==> src/rtl/lis3dh_pkg.sv <==
// lis3dh_pkg: LIS3DH register addresses, SPI command bits and reader FSM states
package lis3dh_pkg;
  localparam logic [7:0] CTRL_REG1 = 8'h20;
  localparam logic [7:0] CTRL_REG3 = 8'h22;
  localparam logic [7:0] OUT_X_L   = 8'h28;
  localparam logic [7:0] READ      = 8'h80;
  localparam logic [7:0] MULTI     = 8'h40;
  typedef enum logic [2:0] {
    S_PWRUP, S_WR1, S_GAP1, S_WR3, S_GAP2, S_IDLE, S_RD, S_DONE
  } state_e;
endpackage

==> src/rtl/spi_byte_shifter.sv <==
// spi_byte_shifter: SPI mode 3 single-byte shifter; owns SCLK, MOSI and the bit-rate divider
module spi_byte_shifter #(
  parameter int CLK_DIV = 25
) (
  input  logic       clk,
  input  logic       rst_n,
  input  logic       start,
  input  logic [7:0] tx_byte,
  input  logic       miso,
  output logic [7:0] rx_byte,
  output logic       done,
  output logic       sclk,
  output logic       mosi
);
  localparam int CW = $clog2(CLK_DIV);
  logic [CW-1:0] cnt_q, cnt_d;
  logic [2:0] bit_q, bit_d;
  logic [7:0] sh_q, sh_d, rx_q, rx_d;
  logic act_q, act_d, sclk_q, sclk_d, mosi_q, mosi_d, tick;
  assign tick = act_q && cnt_q == CW'(CLK_DIV - 1);
  // done lands on the last half-period boundary so a chained start keeps the bit rate seamless
  assign done = tick && sclk_q && bit_q == 3'd7;
  assign rx_byte = rx_q;
  assign sclk = sclk_q;
  assign mosi = mosi_q;
  always_comb begin
    cnt_d = act_q && !tick ? cnt_q + 1'b1 : '0;
    bit_d = bit_q;
    sh_d = sh_q;
    rx_d = rx_q;
    act_d = act_q;
    sclk_d = sclk_q;
    mosi_d = mosi_q;
    if (tick && !sclk_q) begin
      sclk_d = 1'b1;
      rx_d = {rx_q[6:0], miso};
    end else if (tick && bit_q != 3'd7) begin
      sclk_d = 1'b0;
      mosi_d = sh_q[7];
      sh_d = {sh_q[6:0], 1'b0};
      bit_d = bit_q + 3'd1;
    end else if (done) begin
      act_d = 1'b0;
    end
    if (start) begin
      act_d = 1'b1;
      sclk_d = 1'b0;
      mosi_d = tx_byte[7];
      sh_d = {tx_byte[6:0], 1'b0};
      bit_d = 3'd0;
      cnt_d = '0;
    end
  end
  always_ff @(posedge clk or negedge rst_n) begin
    if (!rst_n) begin
      cnt_q <= '0;
      bit_q <= 3'd0;
      sh_q <= 8'h00;
      rx_q <= 8'h00;
      act_q <= 1'b0;
      sclk_q <= 1'b1;
      mosi_q <= 1'b0;
    end else begin
      cnt_q <= cnt_d;
      bit_q <= bit_d;
      sh_q <= sh_d;
      rx_q <= rx_d;
      act_q <= act_d;
      sclk_q <= sclk_d;
      mosi_q <= mosi_d;
    end
  end
endmodule

==> src/rtl/lis3dh_spi_reader.sv <==
// lis3dh_spi_reader: configures a LIS3DH over SPI and reads X/Y/Z on every data-ready interrupt
module lis3dh_spi_reader
  import lis3dh_pkg::*;
#(
  parameter int         CLK_DIV       = 25,
  parameter int         PWRUP_CYCLES  = 250000,
  parameter logic [7:0] CTRL_REG1_VAL = 8'h57,
  parameter logic [7:0] CTRL_REG3_VAL = 8'h10
) (
  input  logic        clk_clk,
  input  logic        reset_reset_n,
  input  logic        int1,
  input  logic        spi_miso,
  output logic        spi_mosi,
  output logic        spi_sclk,
  output logic        spi_ss_n,
  output logic [15:0] sample_x,
  output logic [15:0] sample_y,
  output logic [15:0] sample_z,
  output logic        sample_valid,
  output logic        init_done,
  output logic        busy
);
  state_e state_q, state_d;
  logic [31:0] cnt_q, cnt_d;
  logic [2:0] bidx_q, bidx_d, nbyte, last;
  logic [1:0] sync_q, sync_d;
  logic [47:0] rdata_q, rdata_d;
  logic [15:0] x_q, x_d, y_q, y_d, z_q, z_d;
  logic [7:0] tx_byte, rx_byte;
  logic go_q, go_d, ss_n_q, ss_n_d, valid_q, valid_d, init_q, init_d;
  logic xfer, start, done, gap_end;
  spi_byte_shifter #(.CLK_DIV(CLK_DIV)) u_shift (
    .clk(clk_clk), .rst_n(reset_reset_n), .start(start), .tx_byte(tx_byte), .miso(spi_miso),
    .rx_byte(rx_byte), .done(done), .sclk(spi_sclk), .mosi(spi_mosi)
  );
  assign xfer = state_q inside {S_WR1, S_WR3, S_RD};
  assign last = state_q == S_RD ? 3'd6 : 3'd1;
  assign nbyte = go_q ? bidx_q + 3'd1 : 3'd0;
  // first byte starts CLK_DIV cycles after ss_n falls; later bytes chain off the previous done
  assign start = xfer && (go_q ? done && bidx_q != last : cnt_q == 32'(CLK_DIV - 1));
  assign tx_byte = state_q == S_WR1 ? (nbyte == 3'd0 ? CTRL_REG1 : CTRL_REG1_VAL)
                 : state_q == S_WR3 ? (nbyte == 3'd0 ? CTRL_REG3 : CTRL_REG3_VAL)
                 : (nbyte == 3'd0 ? (READ | MULTI | OUT_X_L) : 8'h00);
  assign gap_end = cnt_q == 32'(2 * CLK_DIV - 1);
  assign spi_ss_n = ss_n_q;
  assign sample_x = x_q;
  assign sample_y = y_q;
  assign sample_z = z_q;
  assign sample_valid = valid_q;
  assign init_done = init_q;
  assign busy = state_q != S_IDLE;
  always_comb begin
    state_d = state_q;
    cnt_d = cnt_q + 32'd1;
    bidx_d = bidx_q;
    go_d = go_q;
    ss_n_d = ss_n_q;
    valid_d = 1'b0;
    init_d = init_q;
    rdata_d = rdata_q;
    x_d = x_q;
    y_d = y_q;
    z_d = z_q;
    sync_d = {sync_q[0], int1};
    if (start) begin
      go_d = 1'b1;
      bidx_d = nbyte;
    end
    if (done && state_q == S_RD && bidx_q != 3'd0) rdata_d = {rx_byte, rdata_q[47:8]};
    case (state_q)
      S_PWRUP: if (cnt_q == 32'(PWRUP_CYCLES - 1)) begin
        state_d = S_WR1;
        cnt_d = '0;
        ss_n_d = 1'b0;
      end
      S_WR1, S_WR3, S_RD: if (done && bidx_q == last) begin
        state_d = state_q == S_WR1 ? S_GAP1 : state_q == S_WR3 ? S_GAP2 : S_DONE;
        go_d = 1'b0;
        ss_n_d = 1'b1;
        cnt_d = '0;
      end
      S_GAP1: if (gap_end) begin
        state_d = S_WR3;
        cnt_d = '0;
        ss_n_d = 1'b0;
      end
      S_GAP2: if (gap_end) begin
        state_d = S_IDLE;
        init_d = 1'b1;
      end
      S_IDLE: if (sync_q[1]) begin
        state_d = S_RD;
        cnt_d = '0;
        ss_n_d = 1'b0;
      end
      S_DONE: begin
        state_d = S_GAP2;
        cnt_d = '0;
        valid_d = 1'b1;
        x_d = rdata_q[15:0];
        y_d = rdata_q[31:16];
        z_d = rdata_q[47:32];
      end
      default: state_d = S_PWRUP;
    endcase
  end
  always_ff @(posedge clk_clk or negedge reset_reset_n) begin
    if (!reset_reset_n) begin
      state_q <= S_PWRUP;
      cnt_q <= '0;
      bidx_q <= 3'd0;
      go_q <= 1'b0;
      ss_n_q <= 1'b1;
      valid_q <= 1'b0;
      init_q <= 1'b0;
      rdata_q <= '0;
      x_q <= 16'h0000;
      y_q <= 16'h0000;
      z_q <= 16'h0000;
      sync_q <= 2'b00;
    end else begin
      state_q <= state_d;
      cnt_q <= cnt_d;
      bidx_q <= bidx_d;
      go_q <= go_d;
      ss_n_q <= ss_n_d;
      valid_q <= valid_d;
      init_q <= init_d;
      rdata_q <= rdata_d;
      x_q <= x_d;
      y_q <= y_d;
      z_q <= z_d;
      sync_q <= sync_d;
    end
  end
endmodule

==> config.mk <==
export PLATFORM = sky130hd
export DESIGN_NAME = lis3dh_spi_reader
export DESIGN_NICKNAME = d
export VERILOG_FILES = /design/src/rtl/lis3dh_pkg.sv /design/src/rtl/spi_byte_shifter.sv /design/src/rtl/lis3dh_spi_reader.sv
export SDC_FILE = /design/constraint.sdc
export NUM_CORES = 1
export LEC_CHECK = 0
export ABC_AREA = 1
export BUFFER_PORTS_ARGS = -buffer_cell sky130_fd_sc_hd__buf_2
export CAP_MARGIN = 20
export CORE_MARGIN = 2
export CORE_UTILIZATION = 39
export DETAILED_ROUTE_END_ITERATION = 8
export GPL_ROUTABILITY_DRIVEN = 1
export GPL_TIMING_DRIVEN = 0
export PLACE_DENSITY = 0.65
export SYNTH_ARGS = -nofsm -noshare
export SYNTH_HDL_FRONTEND = slang
export SYNTH_SLANG_ARGS = --single-unit
==> constraint.sdc <==
create_clock -name clk_clk -period 4.15 [get_ports clk_clk]
set_input_delay 0.83 -clock clk_clk [delete_from_list [all_inputs] [get_ports clk_clk]]
set_output_delay 0.83 -clock clk_clk [all_outputs]
set_load 0.005 [all_outputs]
; ---- Word level (Yosys, flattened, before mapping)
; Cells that the tools add are included.
; W data, S select, Z words.
[totals]
register_bits = 167
input_bits = 4
output_inout_bits = 54
elab_cells = 121
[op_classes]
addsub = 4
eq_ne = 23
mux = 48
reduce_logical = 27
[ops]
columns = cell, count
row1 = $pmux W32 S5, 1
row2 = $mux W32, 4
row3 = $mux W8, 6
row4 = $mux W3, 11
row5 = $add A32 B1 Y32 const B, 1
row6 = $eq A32 B18 Y1 const B, 1
row7 = $eq A32 B5 Y1 const B, 1
row8 = $eq A32 B6 Y1 const B, 1
row9 = $mux W1, 19
row10 = $pmux W3 S6, 1
row11 = $eq A3 B3 Y1 const B, 5
row12 = $ne A2 B2 Y1 const B, 7
row13 = $logic_and A1 B1 Y1, 11
row14 = $mux W5, 2
row15 = $reduce_and A5 Y1, 2
row16 = $reduce_bool A3 Y1, 3
row17 = $mux W7, 1
row18 = $add A3 B1 Y3 const B, 2
row19 = $eq A3 B2 Y1 const B, 2
row20 = $logic_not A3 Y1, 2
row21 = $mux W6, 1
row22 = $ne A3 B3 Y1 const B, 2
row23 = $add A5 B1 Y5 const B, 1
row24 = $eq A5 B5 Y1 const B, 1
row25 = other kinds (11), 14

; ---- Longest topological paths before layout
[logic_depth]
word_depth = 10
depth_mapped = 13
mapped_depth_nobuf = 13

; ---- By module
; Synthesis repeated with hierarchy kept, for this count alone.
[hier_totals]
cells_unflattened = 906
hier_area_um2 = 7609.8
[modules_own_cells]
columns = mod, instances, cells_per_inst, area_per_inst_um2, seq_area_each_um2
row1 = lis3dh_spi_reader, 1, 754, 6313.6, 3504.6
row2 = spi_byte_shifter, 1, 152, 1296.2, 651.9

; ---- Least setup slack after synthesis
; No wires, ideal clock.
[synth_timing]
path_type = register -> register
start = reg u_shift.cnt_q[0]
end = reg bidx_q[2]
setup_time_ps = 119
arrival_time_ps = 1571
required_ps = 4031
setup_slack_ps = 2461
path_stages_with_launch = 11
n_path_buf = 1
period_less_slack_ps = 1689
path_cell_list = dfrtp_1 inv_1 ha_1 nand2_1 nor2_2 nand3_2 o21bai_4 nand3_4 buf_6 nand2_1 o21ai_2
[synth_via]
elab_chain_len = 7
[synth_lines]
columns = item, line_no
row1 = start: declaration, spi_byte_shifter.sv:16  ; logic [CW-1:0] cnt_q, cnt_d;
row2 = start signal: assignment, spi_byte_shifter.sv:64  ; cnt_q <= cnt_d;
row3 = $eq A5 B5 Y1, spi_byte_shifter.sv:20  ; assign tick = act_q && cnt_q == CW'(CLK_DIV - 1);
row4 = $logic_and A1 B1 Y1, spi_byte_shifter.sv:20
row5 = $logic_and A1 B1 Y1 (2 in a row), spi_byte_shifter.sv:22  ; assign done = tick && sclk_q && bit_q == 3'd7;
row6 = $logic_and A1 B1 Y1, lis3dh_spi_reader.sv:41  ; assign start = xfer && (go_q ? done && bidx_q != last : cnt_q == 32'(CLK_DIV - 1));
row7 = $mux W1, lis3dh_spi_reader.sv:41
row8 = $logic_and A1 B1 Y1, lis3dh_spi_reader.sv:41
row9 = end signal: assignment, lis3dh_spi_reader.sv:125  ; bidx_q <= bidx_d;
row10 = end: declaration, lis3dh_spi_reader.sv:26  ; logic [2:0] bidx_q, bidx_d, nbyte, last;
; No other way between the ends.
; A chain may end at the register's enable or synchronous reset.

; ---- Worst setup path after layout
[layout_timing]
start = reg state_q[2]
end = out busy
[layout_via]
elab_chain_len = 1
[layout_lines]
columns = item, line_no
row1 = start: declaration, lis3dh_spi_reader.sv:24  ; state_e state_q, state_d;
row2 = start signal: assignment, lis3dh_spi_reader.sv:123  ; state_q <= state_d;
row3 = $ne A3 B3 Y1, lis3dh_spi_reader.sv:52  ; assign busy = state_q != S_IDLE;
row4 = end: declaration, lis3dh_spi_reader.sv:22  ; output logic busy
; No other way between the ends.

==> impl_results.md <==
- Status: finished, final reports clean
- Largest net degree at the start of global routing: 91
- Vias in the first global route: 5,839
- H-tree Lvls: 4
- Yosys cell types: 33
- Yosys warning count: 0
- Min Tclk post-route: 2.208 ns
- Die area: 21,040 µm²
- Die Ht: 145.0 µm
- DRC viols: 0
- Hold Fails Final Rpt: 0
- Part of the cycle the worst path needs: 53.19%
- Top-area cell type share of the netlist area: 52.90%
- Post-synthesis register bit count: 166
- Sink Count: 166
- Ports: 58
- First-pass GRT wire length: 29,680 µm
- Sequential fraction of the synthesis area: 53.58%
- Mapped Area: 7757 µm²
- Mapped Cells: 940
- Average wire per standard cell: 13.39 µm
- Peak supply drop: 0.2906 mV
- Starting Density: 39.86%
- Pwr per Cell Area: 363.5 nW/µm²
- Setup Skew: 0.01552 ns
- Non-filler instance count after layout: 1,295
- Layout cell share with drive strength beyond 1: 13.30%
- Core area: 19,460 µm²
- Worst Tran Pin Value: 0.6190 ns
- Setup TNS: 0 ns
- Unrepaired setup endpoints after global routing: false
- DR vias/cell: 4.694
- Drt first pass iters: 5
- CTS tree: built
- Vias: 6,079
- Required time of the critical path: 3.32 ns
- # port buffers: 57
- Routed WL: 17,340 µm
- Synthesized Nets: 953
- Post-cts hold buffer count: 0
- Root Driver: clkbuf_16
- Final nets: 1,030
- Max Cap Violations: 0
- Die W: 145.0 µm
- Setup crit start kind: register
- Number of gates resized after CTS: 0
- Hold Path Class: register to register
- Peak Freq: 0.4530 GHz
- P&R area growth vs syn: 16.65%
- Fill cells: 1,919
- CP arrival: 1.38 ns
- Final antenna-violating net count: 0
- Cts bufs inserted: 17
- GP Congestion: 0.8771
- GRT Total Usage: 17.42%
- Rel. slew slack: 58.73%
- Worst-path fanout max: 8
- Final setup fails: 0
- Ant. Diodes: 0
- Number of DRC markers in iteration 0: 397
- Core Rows: 51
- CTS max path bufs: 2
- HPWL Detailed: 12,440 µm
- Area contributors post-synth: dfrtp_1 (53%), nand2_1 (13%), o21ai_0 (6.8%), inv_1 (6.3%), nor2_1 (3.7%)
- Placed Cells: 1,263
- Max Transition Viols Final: 0
- Worst-path clk slew: 0.07 ns
- Clk_lat worst skew: 0.44 ns
- Syn avg cell area: 8.253 µm²
- Top cell type by total area after synthesis: dfrtp_1
- Initial antenna violation count: 0
- Crit Path Class: register to output port
- Post-CTS Setup Inserts: 0
- Element type at the critical path end: output port
- Core Util, Final: 46.49%
- LEAKAGE: 4.451 nW
- Overflow after GRT: 0
==> per-stage QoR <==
stage	setup slack [ns]	power (mW)	hold WS (ns)	instance area (µm²)
finish	1.942	3.289	0.3516	9049
CTS	1.911	3.340	0.3541	9049
detailed placement	2.095	1.689	0.3365	8412
global route	1.821	3.417	0.3767	9049
floorplan	2.461	1.650	0.3312	7757
global placement	-0.3741	1.684	0.3337	8374
==> sequential cells by signal, indices dropped and copies added (netlist names) <==
register / cells
go_q: 1
state_q: 3
spi_ss_n: 1
sample_valid: 1
u_shift.cnt_q: 5
u_shift.sclk: 1
bidx_q: 3
rdata_q: 48
cnt_q: 32
u_shift.sh_q: 7
sample_z: 16
u_shift.bit_q: 3
init_done: 1
sample_x: 16
sample_y: 16
sync_q: 2
u_shift.rx_byte: 8
u_shift.mosi: 1
u_shift.act_q: 1
==> per-layer routing <==
metal / wire length [µm] / track usage (%) / part of all wire, %
met3: 605 / 3.208 / 3.5
met1: 8284 / 24.10 / 48
met5: 0 / 0 / 0
met2: 8186 / 27.76 / 47
met4: 258 / 5.743 / 1.5
==> cell type report <==
class / instances / area, µm² / area share, %
inverters: 136 / 510.5 / 5.642
plain buffers: 31 / 162.7 / 1.798
flip-flops and latches: 166 / 4156 / 45.93
repair buffers: 58 / 322.8 / 3.567
clock buffers: 17 / 425.4 / 4.701
well taps: 265 / 331.6 / 3.664
clock inverters: 15 / 211.5 / 2.337
multi-input cells: 607 / 2928 / 32.36
==> cells by family (layout without fill, tap and decap cells) <==
logic type               count (synthesis)  count (layout)  share of synthesized area, %
AND/OR/NAND/NOR                        422             422                         23.00
buffers and inverters                  167             257                         8.677
flip-flops                             166             166                         53.58
AO/OA/AOI/OAI                          150             150                         10.35
XOR/XNOR                                26              26                         2.936
adder cells (fa/ha/maj)                  9               9                         1.452
==> cell usage after synthesis <==
master    number
o21ai_0      105
a21oi_1       34
dfstp_2        2
nor2_1        77
nand3_2        3
nor4_1         1
buf_4          3
nor3_1        17
a21boi_0       1
buf_6          3
inv_1        130
xnor2_1        1
buf_2         10
clkbuf_1      15
nand2_2        4
o21bai_4       1
dfrtp_1      164
nand4_1       11
nor3b_1        2
nand3_4        3
or2_2          1
nand2_1      266
nor2_2         4
o21bai_1       1
nand3b_1       2
o21ai_2        3
ha_1           9
o211ai_1       3
inv_2          6
o211ai_2       2
nor2_4         2
xor2_1        25
nand3_1       29
==> path summary, 6_finish.rpt <==
check | end | cells after the start | slack [ns] | start
worst min-delay path | sync_q[1] | 0 | 0.35 | sync_q[0]
worst max-delay path | busy | 5 | 1.94 | state_q[2]
min in group asynchronous | sample_x[13] | 1 | 0.36 | reset_reset_n
worst min register to register | sync_q[1] | 0 | 0.35 | sync_q[0]
worst max register to register | rdata_q[9] | 11 | 2.07 | u_shift.bit_q[0]
max in group asynchronous | spi_ss_n | 2 | 2.94 | reset_reset_n
==> layout by cell type (no fill, tap or decap), types with 6 or more instances in the layout <==
cell       instances
nor2_1            77
clkbuf_1          15
ha_1               9
inv_2              6
nor3_1            17
o21ai_0          105
nand2_1          266
nand4_1           11
dfrtp_1          164
xor2_1            25
clkinv_8           7
buf_2             66
nand3_1           29
a21oi_1           34
clkbuf_16         17
inv_1            130
==> where the power goes <==
part	internal, mW	switching, mW	total (mW)
sequential	1.62	0.000233	1.62
combinational	0.00469	0.0308	0.0355
clock	0.838	0.798	1.64
total	2.46	0.829	3.29
==> worst max-delay path, stage by stage, from the launching register on <==
cell,delay (ns)
dfrtp_1,0.33
buf_4,0.16
nand2_1,0.11
nor2_1,0.15
inv_1,0.08
buf_2,0.13
Note: power is estimated with default switching activity, not from simulation.
